$ cat config.mk
export PLATFORM = sky130hd
export DESIGN_NAME = ts_sched
export DESIGN_NICKNAME = d
export VERILOG_FILES = /design/src/rtl/ts_pkg.sv /design/src/rtl/ts_arb.sv /design/src/rtl/ts_sched.sv
export SDC_FILE = /design/constraint.sdc
export NUM_CORES = 1
export LEC_CHECK = 0
export ABC_AREA = 1
export BUFFER_PORTS_ARGS = -buffer_cell sky130_fd_sc_hd__buf_2
export CAP_MARGIN = 5
export CORE_MARGIN = 2
export CORE_UTILIZATION = 47
export DETAILED_ROUTE_END_ITERATION = 10
export GPL_TIMING_DRIVEN = 0
export PLACE_DENSITY_LB_ADDON = 0.05
export SETUP_SLACK_MARGIN = 0.5
export SLEW_MARGIN = 0
export SYNTH_ARGS = -nofsm -noshare
export SYNTH_HDL_FRONTEND = slang
export SYNTH_SLANG_ARGS = --single-unit
$ cat constraint.sdc
create_clock -name clk -period 1.54 [get_ports clk]
set_clock_uncertainty 0.1 [all_clocks]
set_input_delay 0.385 -clock clk [delete_from_list [all_inputs] [get_ports clk]]
set_output_delay 0.385 -clock clk [all_outputs]
set_load 0.005 [all_outputs]
$ cat src/rtl/ts_pkg.sv
// Shared types and defaults for the TSN egress transmit scheduler.
package ts_pkg;

   localparam int TS_NQ_DEF      = 8;
   localparam int TS_MD_W_DEF    = 8;
   localparam int TS_TIMEOUT_DEF = 15;
   localparam int TS_STAT_W      = 16;

   typedef enum logic {IDLE, WAIT_MD} ts_state_e;

   // Bits needed to index n items (minimum 1).
   function automatic int ts_log2(input int n);
      int r;
      r = 1;
      for (int i = 1; i < 32; i++)
         if ((1 << i) < n) r = i + 1;
      return r;
   endfunction

endpackage

$ cat src/rtl/ts_arb.sv
// Combinational queue picker: lowest eligible index at or after a start point.
module ts_arb #(
   parameter int NQ = 8,
   parameter int QW = 3
) (
   input  logic [NQ-1:0] elig,
   input  logic [QW-1:0] rr_ptr,
   input  logic          mode,
   output logic [QW-1:0] winner,
   output logic          any_valid
);

   int start;
   int idx;

   // Strict priority is round-robin with the search anchored at queue 0.
   always_comb begin
      winner    = '0;
      any_valid = 1'b0;
      idx       = 0;
      start     = mode ? int'(rr_ptr) : 0;
      for (int i = 0; i < NQ; i++) begin
         idx = start + i;
         if (idx >= NQ) idx = idx - NQ;
         if (!any_valid && elig[idx]) begin
            any_valid = 1'b1;
            winner    = QW'(idx);
         end
      end
   end

endmodule

$ cat src/rtl/ts_sched.sv
// TSN egress transmit scheduler: one outstanding MB read with bounded wait.
// Define TS_SCHED_STAT_EN to add per-queue forwarded and timeout counters.
module ts_sched
   import ts_pkg::*;
#(
   parameter int NQ         = TS_NQ_DEF,
   parameter int MD_W       = TS_MD_W_DEF,
   parameter int RR_MODE    = 0,
   parameter int MD_TIMEOUT = TS_TIMEOUT_DEF
) (
   input  logic                   clk,
   input  logic                   rst_n,
   input  logic [NQ-1:0]          in_ts_gate_open,
   input  logic [NQ-1:0]          in_ts_q_empty,
   input  logic                   in_ts_ebm_ready,
   output logic [NQ-1:0]          out_ts_q_rden,
   input  logic [MD_W-1:0]        in_ts_md,
   input  logic                   in_ts_md_wr,
   output logic [MD_W-1:0]        out_ts_md,
   output logic [ts_log2(NQ)-1:0] out_ts_md_qid,
   output logic                   out_ts_md_wr,
   output logic                   out_ts_timeout
`ifdef TS_SCHED_STAT_EN
  ,output logic [NQ*TS_STAT_W-1:0] out_ts_stat_cnt,
   output logic [TS_STAT_W-1:0]    out_ts_timeout_cnt
`endif
);

   localparam int QW = ts_log2(NQ);

   ts_state_e       state_q, state_d;
   logic [QW-1:0]   rr_ptr_q, rr_ptr_d;
   logic [QW-1:0]   qid_q, qid_d;
   logic [7:0]      cnt_q, cnt_d;
   logic [NQ-1:0]   rden_q, rden_d;
   logic [MD_W-1:0] md_q, md_d;
   logic [QW-1:0]   md_qid_q, md_qid_d;
   logic            md_wr_q, md_wr_d;
   logic            timeout_q, timeout_d;

   logic [NQ-1:0]   elig;
   logic [QW-1:0]   winner;
   logic            any_valid;

   assign elig = in_ts_gate_open & ~in_ts_q_empty & {NQ{in_ts_ebm_ready}};

   ts_arb #(.NQ(NQ), .QW(QW)) u_arb (
      .elig      (elig),
      .rr_ptr    (rr_ptr_q),
      .mode      (RR_MODE != 0),
      .winner    (winner),
      .any_valid (any_valid)
   );

   always_comb begin
      state_d   = state_q;
      rr_ptr_d  = rr_ptr_q;
      qid_d     = qid_q;
      cnt_d     = cnt_q;
      rden_d    = '0;
      md_d      = '0;
      md_qid_d  = '0;
      md_wr_d   = 1'b0;
      timeout_d = 1'b0;
      case (state_q)
         IDLE: begin
            if (any_valid) begin
               rden_d  = NQ'(1) << winner;
               qid_d   = winner;
               cnt_d   = '0;
               state_d = WAIT_MD;
               if (RR_MODE != 0)
                  rr_ptr_d = (winner == QW'(NQ - 1)) ? '0 : winner + 1'b1;
            end
         end
         WAIT_MD: begin
            cnt_d = cnt_q + 1'b1;
            // A late md in the expiry cycle still wins over the timeout.
            if (in_ts_md_wr) begin
               md_d     = in_ts_md;
               md_qid_d = qid_q;
               md_wr_d  = 1'b1;
               state_d  = IDLE;
            end else if (cnt_q == 8'(MD_TIMEOUT - 1)) begin
               timeout_d = 1'b1;
               state_d   = IDLE;
            end
         end
         default: state_d = IDLE;
      endcase
   end

   always_ff @(posedge clk or negedge rst_n) begin
      if (!rst_n) begin
         state_q   <= IDLE;
         rr_ptr_q  <= '0;
         qid_q     <= '0;
         cnt_q     <= '0;
         rden_q    <= '0;
         md_q      <= '0;
         md_qid_q  <= '0;
         md_wr_q   <= 1'b0;
         timeout_q <= 1'b0;
      end else begin
         state_q   <= state_d;
         rr_ptr_q  <= rr_ptr_d;
         qid_q     <= qid_d;
         cnt_q     <= cnt_d;
         rden_q    <= rden_d;
         md_q      <= md_d;
         md_qid_q  <= md_qid_d;
         md_wr_q   <= md_wr_d;
         timeout_q <= timeout_d;
      end
   end

   assign out_ts_q_rden  = rden_q;
   assign out_ts_md      = md_q;
   assign out_ts_md_qid  = md_qid_q;
   assign out_ts_md_wr   = md_wr_q;
   assign out_ts_timeout = timeout_q;

`ifdef TS_SCHED_STAT_EN
   logic [NQ-1:0][TS_STAT_W-1:0] stat_q, stat_d;
   logic [TS_STAT_W-1:0]         tocnt_q, tocnt_d;

   // Counters advance in the same edge that raises the matching output pulse.
   always_comb begin
      for (int i = 0; i < NQ; i++) begin
         stat_d[i] = stat_q[i];
         if (md_wr_d && md_qid_d == QW'(i) && stat_q[i] != '1)
            stat_d[i] = stat_q[i] + 1'b1;
      end
      tocnt_d = tocnt_q;
      if (timeout_d && tocnt_q != '1) tocnt_d = tocnt_q + 1'b1;
   end

   always_ff @(posedge clk or negedge rst_n) begin
      if (!rst_n) begin
         stat_q  <= '0;
         tocnt_q <= '0;
      end else begin
         stat_q  <= stat_d;
         tocnt_q <= tocnt_d;
      end
   end

   assign out_ts_stat_cnt    = stat_q;
   assign out_ts_timeout_cnt = tocnt_q;
`endif

endmodule

==> results.yml, run 1 <==
detailed_routing:
  ant_nets: 0
  avgRoutedWirePerCell_um: 9.38
  remaining_drc_errors: 0
  drtPass1Iterations: 4
  drtIter0Drc: 36
  wl_um: 3210
  vias: 1455
  via_per_inst: 4.25
worst_setup_path:
  cp_slowest_cell: "dfrtp_1"
  max_stage_delay_ns: 0.37
  worstSetupPathType: "reg -> out"
  r2r_end: "cnt_q[6]"
  cp_cell_sequence: "buf_2"
  worstSetupStartpointType: "register"
  r2r_slack_ns: 0.35
  crit_fanout: 1
  critical_path.top_delay_family: "flip-flops"
  crit_buf_inv: 1
  cp_data_arrival_time_ns: 0.78
  cp_data_required_time_ns: 1.05
  r2r_start: "cnt_q[1]"
  r2r_cells: 4
  cp-end-kind: "output pin"
power_and_ir_drop:
  clkPwrFrac: 0.269
  switchingPower_mw: 0.749
  power_per_cell_area_nw_per_um2: 968
  pwr-share-seq: 0.440
  internal_power_mw: 1.68
  cellLeakagePower_nw: 1.42
  combPwrFrac: 0.291
  peakVddDrop_mv: 0.438
  swShare: 0.308
floorplan:
  die_x_um: 65.1
  core_um2: 3630
  row_count: 22
  die_y_um: 65.1
  die_area_um2: 4240
  start_util: 0.483
  io-pin-count: 78
min_path:
  hold_path.class: "in -> async"
final_layout:
  final_cell_mix: "buf_4 (39), buf_2 (39), dfrtp_1 (32)"
  finalInstanceArea_um2: 2510
  drive_gt1_frac: 0.439
  antenna_cells: 0
  nets: 324
  area_growth_pct: 43.0
  final_cells: 342
status:
  status: "complete, no violations"
timing:
  tightest_slew_ns: 0.691
  finalMaxSlewViolations: 0
  relSlewSlack: 0.539
  rsz0062_at_grt: "yes"
  hold_viol_final: 0
  fmax_ghz: 0.791
  timing.final.ws_setup_ns: 0.276
  period_share: 0.821
  finalCriticalPeriod_ns: 1.26
  setup_viol: 0
logic_synthesis:
  synthTopCellsByArea: "dfrtp_1 (47%), buf_4 (12%), nand2_1 (6.4%)"
  synth_top_area_frac: 0.470
  seq_area_frac_synth: 0.470
  synth-seq-cells: 33
  synthCells: 201
  yosysUniqueCellTypes: 27
  syn_area_per_cell_um2: 8.73
  syn_area_um2: 1760
  synth_area_leader_cell: "dfrtp_1"
  synth-warning-count: 0
grt:
  grt_overflow: 0
  gr-usage-all-layers: 0.165
  grt_pass1_vias: 1304
  grt_pass1_wl_um: 5340
  grt_start_max_net_pins: 34
  antenna_found_initial: 0
clock_network:
  cts_buffers: 5
  cts_tree: "built"
  htreeDepth: 2
  cts.sinks: 33
  clk_pin_slew_worst_paths_ns: 0.07
  clock_path_buffers: 2
  cts_root_buf: "clkbuf_8"
  hold_buffers: 0
  insertion_delay_ns: 0.28
placed_design:
  gp_congestion: 0.806
  port-buffer-count: 48
  post_dp_cell_area_um2: 2230
  post-dp-hpwl_um: 2440
  dp_slack_ns: -0.200
  dp_cells: 325
run:
  max_cap_violations: 0
## stage by stage
step	TNS (ns)	hold slack [ns]	power, mW	util
floorplan	0	-0.0106	1.47	-
global placement	-1.68	0.354	1.65	0.614
global route	0	0.108	2.60	0.691
CTS	0	0.0789	2.41	0.669
detailed placement	-1.85	0.364	1.66	0.614
finish	0	0.0445	2.43	0.691
## registers in the layout (all words and copies together), names as in the netlist
name	cells
out_ts_md_qid	3
out_ts_md	8
state_q	1
qid_q	3
out_ts_md_wr	1
out_ts_q_rden	8
out_ts_timeout	1
cnt_q	8
## power by group through the flow
stage                     clock network, mW  registers (mW)  logic (mW)
after global routing                  0.712            1.09       0.796
after floorplan                           0            1.08       0.394
final                                 0.652            1.07       0.707
after global placement                    0            1.08       0.572
after CTS                             0.671            1.07       0.666
after detailed placement                  0            1.08       0.578
## worst max-delay path by stage
stage                            end  cells after the start              from
CTS                 out_ts_q_rden[7]                      1  out_ts_q_rden[7]
global placement    out_ts_q_rden[7]                      9   in_ts_ebm_ready
detailed placement  out_ts_q_rden[7]                      9   in_ts_ebm_ready
floorplan                   qid_q[2]                      9  in_ts_q_empty[3]
global route                qid_q[2]                     10  in_ts_q_empty[3]
finish              out_ts_q_rden[7]                      1  out_ts_q_rden[7]
## routing by layer
layer,part of all wire,global-route usage,up-vias
met5,0,0,-
met4,0.030,0.104,0
met3,0.051,0.0274,9
met2,0.52,0.298,45
met1,0.39,0.178,645
li1,-,-,756
## synth_stat cells
cell / instances
nand2_1: 30
conb_1: 1
clkbuf_1: 2
nand2_4: 2
nand4_4: 1
o21ai_0: 8
ha_1: 2
o21ai_2: 5
nand3_1: 12
clkinv_1: 2
nor4_1: 1
nor3b_1: 1
inv_2: 1
nor2_8: 1
nor3_1: 3
and2_1: 1
nor2_4: 2
xor2_1: 3
a21oi_1: 1
buf_4: 29
nand4_1: 4
nand2_2: 2
dfrtp_1: 33
nor2_1: 26
inv_1: 25
nand3_2: 2
nor2_2: 1
## area by class of cell
type / count / area, um^2
clock inverters: 1 / 7.51
inverters: 28 / 129
clock buffers: 6 / 82.6
repair buffers: 58 / 384
flip-flops and latches: 33 / 827
fillers: 315 / 1120
multi-input cells: 137 / 772
plain buffers: 31 / 248
well taps: 48 / 60.1
## kinds of logic (layout without fill, tap and decap cells)
logic type      after synthesis  after routing  share of synthesized area
other cells                   1             29                    0.00214
buf+inv                      59            124                      0.188
fa+ha+maj                     2              2                     0.0143
xor+xnor                      3              3                     0.0150
compound gates               14             14                     0.0506
flops                        33             33                      0.470
simple gates                 89             89                      0.259
## timing repair
action | CTS | global route
gates resized for setup | 20 | 15
setup buffers | 7 | 3
endpoints found under the hold margin | 0 | 0
pin swaps | 8 | 5
endpoints found under the setup margin | 51 | 50
gates cloned | 0 | 0
Power figures use the tool's default switching activity.
==> inputs of run 2 (changes only) <==
--- a/config.mk
+++ b/config.mk
@@ -5,11 +5,11 @@
 export SDC_FILE = /design/constraint.sdc
 export NUM_CORES = 1
 export LEC_CHECK = 0
-export ABC_AREA = 1
+export ABC_AREA = 0
 export BUFFER_PORTS_ARGS = -buffer_cell sky130_fd_sc_hd__buf_2
 export CAP_MARGIN = 5
 export CORE_MARGIN = 2
-export CORE_UTILIZATION = 47
+export CORE_UTILIZATION = 42
 export DETAILED_ROUTE_END_ITERATION = 10
 export GPL_TIMING_DRIVEN = 0
 export PLACE_DENSITY_LB_ADDON = 0.05
==> constraint.sdc (replaced) <==
create_clock -name clk -period 1.07 [get_ports clk]
set_clock_uncertainty 0.1 [all_clocks]
set_input_delay 0.2675 -clock clk [delete_from_list [all_inputs] [get_ports clk]]
set_output_delay 0.2675 -clock clk [all_outputs]
set_load 0.005 [all_outputs]
==> run 2 against run 1 <==
  * The run now ends with hold timing, setup timing left
  * Clock power rose by 55%
  * Critical path type is now in -> reg
  * Largest cell class is now multi-input gates
  * Via count fell by 1.6%
  * Combinational power rose by 56%
  * Sequential cell count did not move
==> results.yml, run 2 <==
worst_setup_path:
  critical_path.top_delay_family: "compound AO/OA/AOI/OAI gates"
  cp-end-kind: "register"
  cp_data_arrival_time_ns: 1.40
  worstSetupPathType: "in -> reg"
  worstSetupStartpointType: "input port"
  crit_buf_inv: 3
  cp_cell_sequence: "buf_6 -> and2b_2 -> buf_6 -> nor2_4 -> buf_4 -> a311oi_4 -> o21ai_0"
  max_stage_delay_ns: 0.34
  crit_fanout: 5
  cp_slowest_cell: "a311oi_4"
  cp_data_required_time_ns: 1.12
  cpMostUsedCell: "buf_6"
power_and_ir_drop:
  peakVddDrop_mv: 0.552
  clkPwrFrac: 0.279
  switchingPower_mw: 1.00
  power_per_cell_area_nw_per_um2: 1300
  swShare: 0.278
  cellLeakagePower_nw: 1.45
  internal_power_mw: 2.61
  combPwrFrac: 0.305
  finalPower_mw: 3.61
  pwr-share-seq: 0.416
timing:
  rsz0062_at_grt: "yes"
  finalCriticalPeriod_ns: 1.36
  timing.final.ws_setup_ns: -0.287
  setup_viol: 54
  period_share: 1.27
  finalMaxSlewViolations: 0
  fmax_ghz: 0.737
  hold_viol_final: 33
  tns_ns: -6.45
  fin_hold_ws_ns: -0.182
floorplan:
  start_util: 0.433
  core_um2: 3970
  io-pin-count: 78
  die_y_um: 68.0
  die_x_um: 68.0
  row_count: 23
  die_area_um2: 4620
grt:
  grt_pass1_vias: 1297
  grt_pass1_wl_um: 6000
  antenna_found_initial: 0
  gr-usage-all-layers: 0.177
  grt_overflow: 0
  grt_start_max_net_pins: 34
logic_synthesis:
  synthAdderAreaFrac: 0.0146
  synth_compound_area_frac: 0.114
  synth.most_common_cell: "dfrtp_1"
  synthArstFlopShare: 1.00
  synthSimpleGateAreaFrac: 0.210
  yosysUniqueCellTypes: 42
  synth_common_cells: "dfrtp_1 (33), buf_4 (30), and3_1 (14)"
  muxShareOfSynthArea: 0.00874
  synthFlopType: "dfrtp_1"
  synthTopCellsByArea: "dfrtp_1 (48%), buf_4 (13%), and3_1 (5.1%)"
  synth_top_family_by_area: "simple AND/OR/NAND/NOR gates"
  synth-seq-cells: 33
  syn_area_um2: 1720
  synthCells: 156
  synth-warning-count: 0
  synthXorXnorAreaFrac: 0.0204
  syn_area_per_cell_um2: 11.0
  synth_top_area_frac: 0.481
  seq_area_frac_synth: 0.481
  synth_area_leader_cell: "dfrtp_1"
  synth_edf_count: 0
detailed_routing:
  avgRoutedWirePerCell_um: 13.5
  vias: 1432
  wl_um: 4210
  remaining_drc_errors: 0
  drtIter0Drc: 57
  drtPass1Iterations: 4
  ant_nets: 0
  via_per_inst: 4.58
clock_network:
  insertion_delay_ns: 0.28
  cts_root_buf: "clkbuf_8"
  clk_pin_slew_worst_paths_ns: 0.07
  cts_buffers: 5
  cts.sinks: 33
  htreeDepth: 2
  clock_path_buffers: 2
  cts_tree: "built"
final_layout:
  fin_util: 0.700
  nets: 292
  final_cell_mix: "buf_2 (42), buf_4 (40), conb_1 (29), dfrtp_1 (29), buf_6 (15)"
  final_common_cell: "buf_2"
  fillers: 313
  antenna_cells: 0
  finalInstanceArea_um2: 2780
  final_cells: 313
  drive_gt1_frac: 0.620
  area_growth_pct: 61.8
min_path:
  hold_path.class: "in -> async"
placed_design:
  dp_cells: 282
  gp_congestion: 0.701
  post-dp-hpwl_um: 2620
  post_dp_cell_area_um2: 2200
  dp_slack_ns: -0.632
  port-buffer-count: 48
status:
  status: "finished with violations"
  failed_checks: "hold timing, setup timing"
run:
  max_cap_violations: 0
[run 2: worst register-to-register path: stages (launching register included)]
cell and delay (ns):
dfrtp_1 0.39, buf_8 0.15, a311oi_4 0.41, o21ai_0 0.15
[run 2: final timing paths]
check	start	endpoint	slack, ns	cells after the start
worst max register to register	state_q	cnt_q[6]	-0.26	3
worst min register to register	qid_q[2]	qid_q[2]	0.41	1
max in group asynchronous	rst_n	cnt_q[1]	0.74	1
min in group clk	in_ts_md[0]	out_ts_md[0]	0.16	2
worst max-delay path	in_ts_q_empty[3]	cnt_q[6]	-0.29	7
worst min-delay path	rst_n	out_ts_q_rden[1]	-0.18	1
[run 2: layer usage]
layer | wire length (um) | vias up | GRT usage
li1 | - | 700 | -
met1 | 1700 | 649 | 0.216
met2 | 2100 | 73 | 0.289
met3 | 293 | 10 | 0.0280
met4 | 115 | 0 | 0.115
met5 | 0 | - | 0
[run 2: layout make-up]
cell class	instances	area [um^2]	share of cell area
plain buffers	35	303	0.109
clock buffers	7	96.3	0.0347
clock inverters	1	5.00	0.00180
inverters	3	11.3	0.00405
multi-input cells	113	967	0.348
flip-flops and latches	33	831	0.299
well taps	50	62.6	0.0225
repair buffers	71	503	0.181
[run 2: kinds of logic after synthesis]
logic type                 count (synthesis)
other                                      1
xor gates and xnor gates                   4
AOI/OAI and AO/OA                         21
muxes                                      1
DFF                                       33
and+or+nand+nor                           56
adders and majority gates                  2
buffers and inverters                     38
[run 2: power by group through the flow]
stage	sequential, mW	clock, mW	combinational [mW]
floorplan	1.49	0	0.507
global placement	1.50	0	0.702
detailed placement	1.50	0	0.718
CTS	1.49	1.03	0.923
global route	1.52	1.08	1.18
finish	1.50	1.01	1.10
[run 2: what timing repair did]
action / in CTS / in global routing
resized for setup: 24 / 45
cloned: 3 / 0
setup buffers: 9 / 11
pin swaps: 6 / 16
endpoints found under the hold margin: 33 / 33
endpoints found under the setup margin: 87 / 54
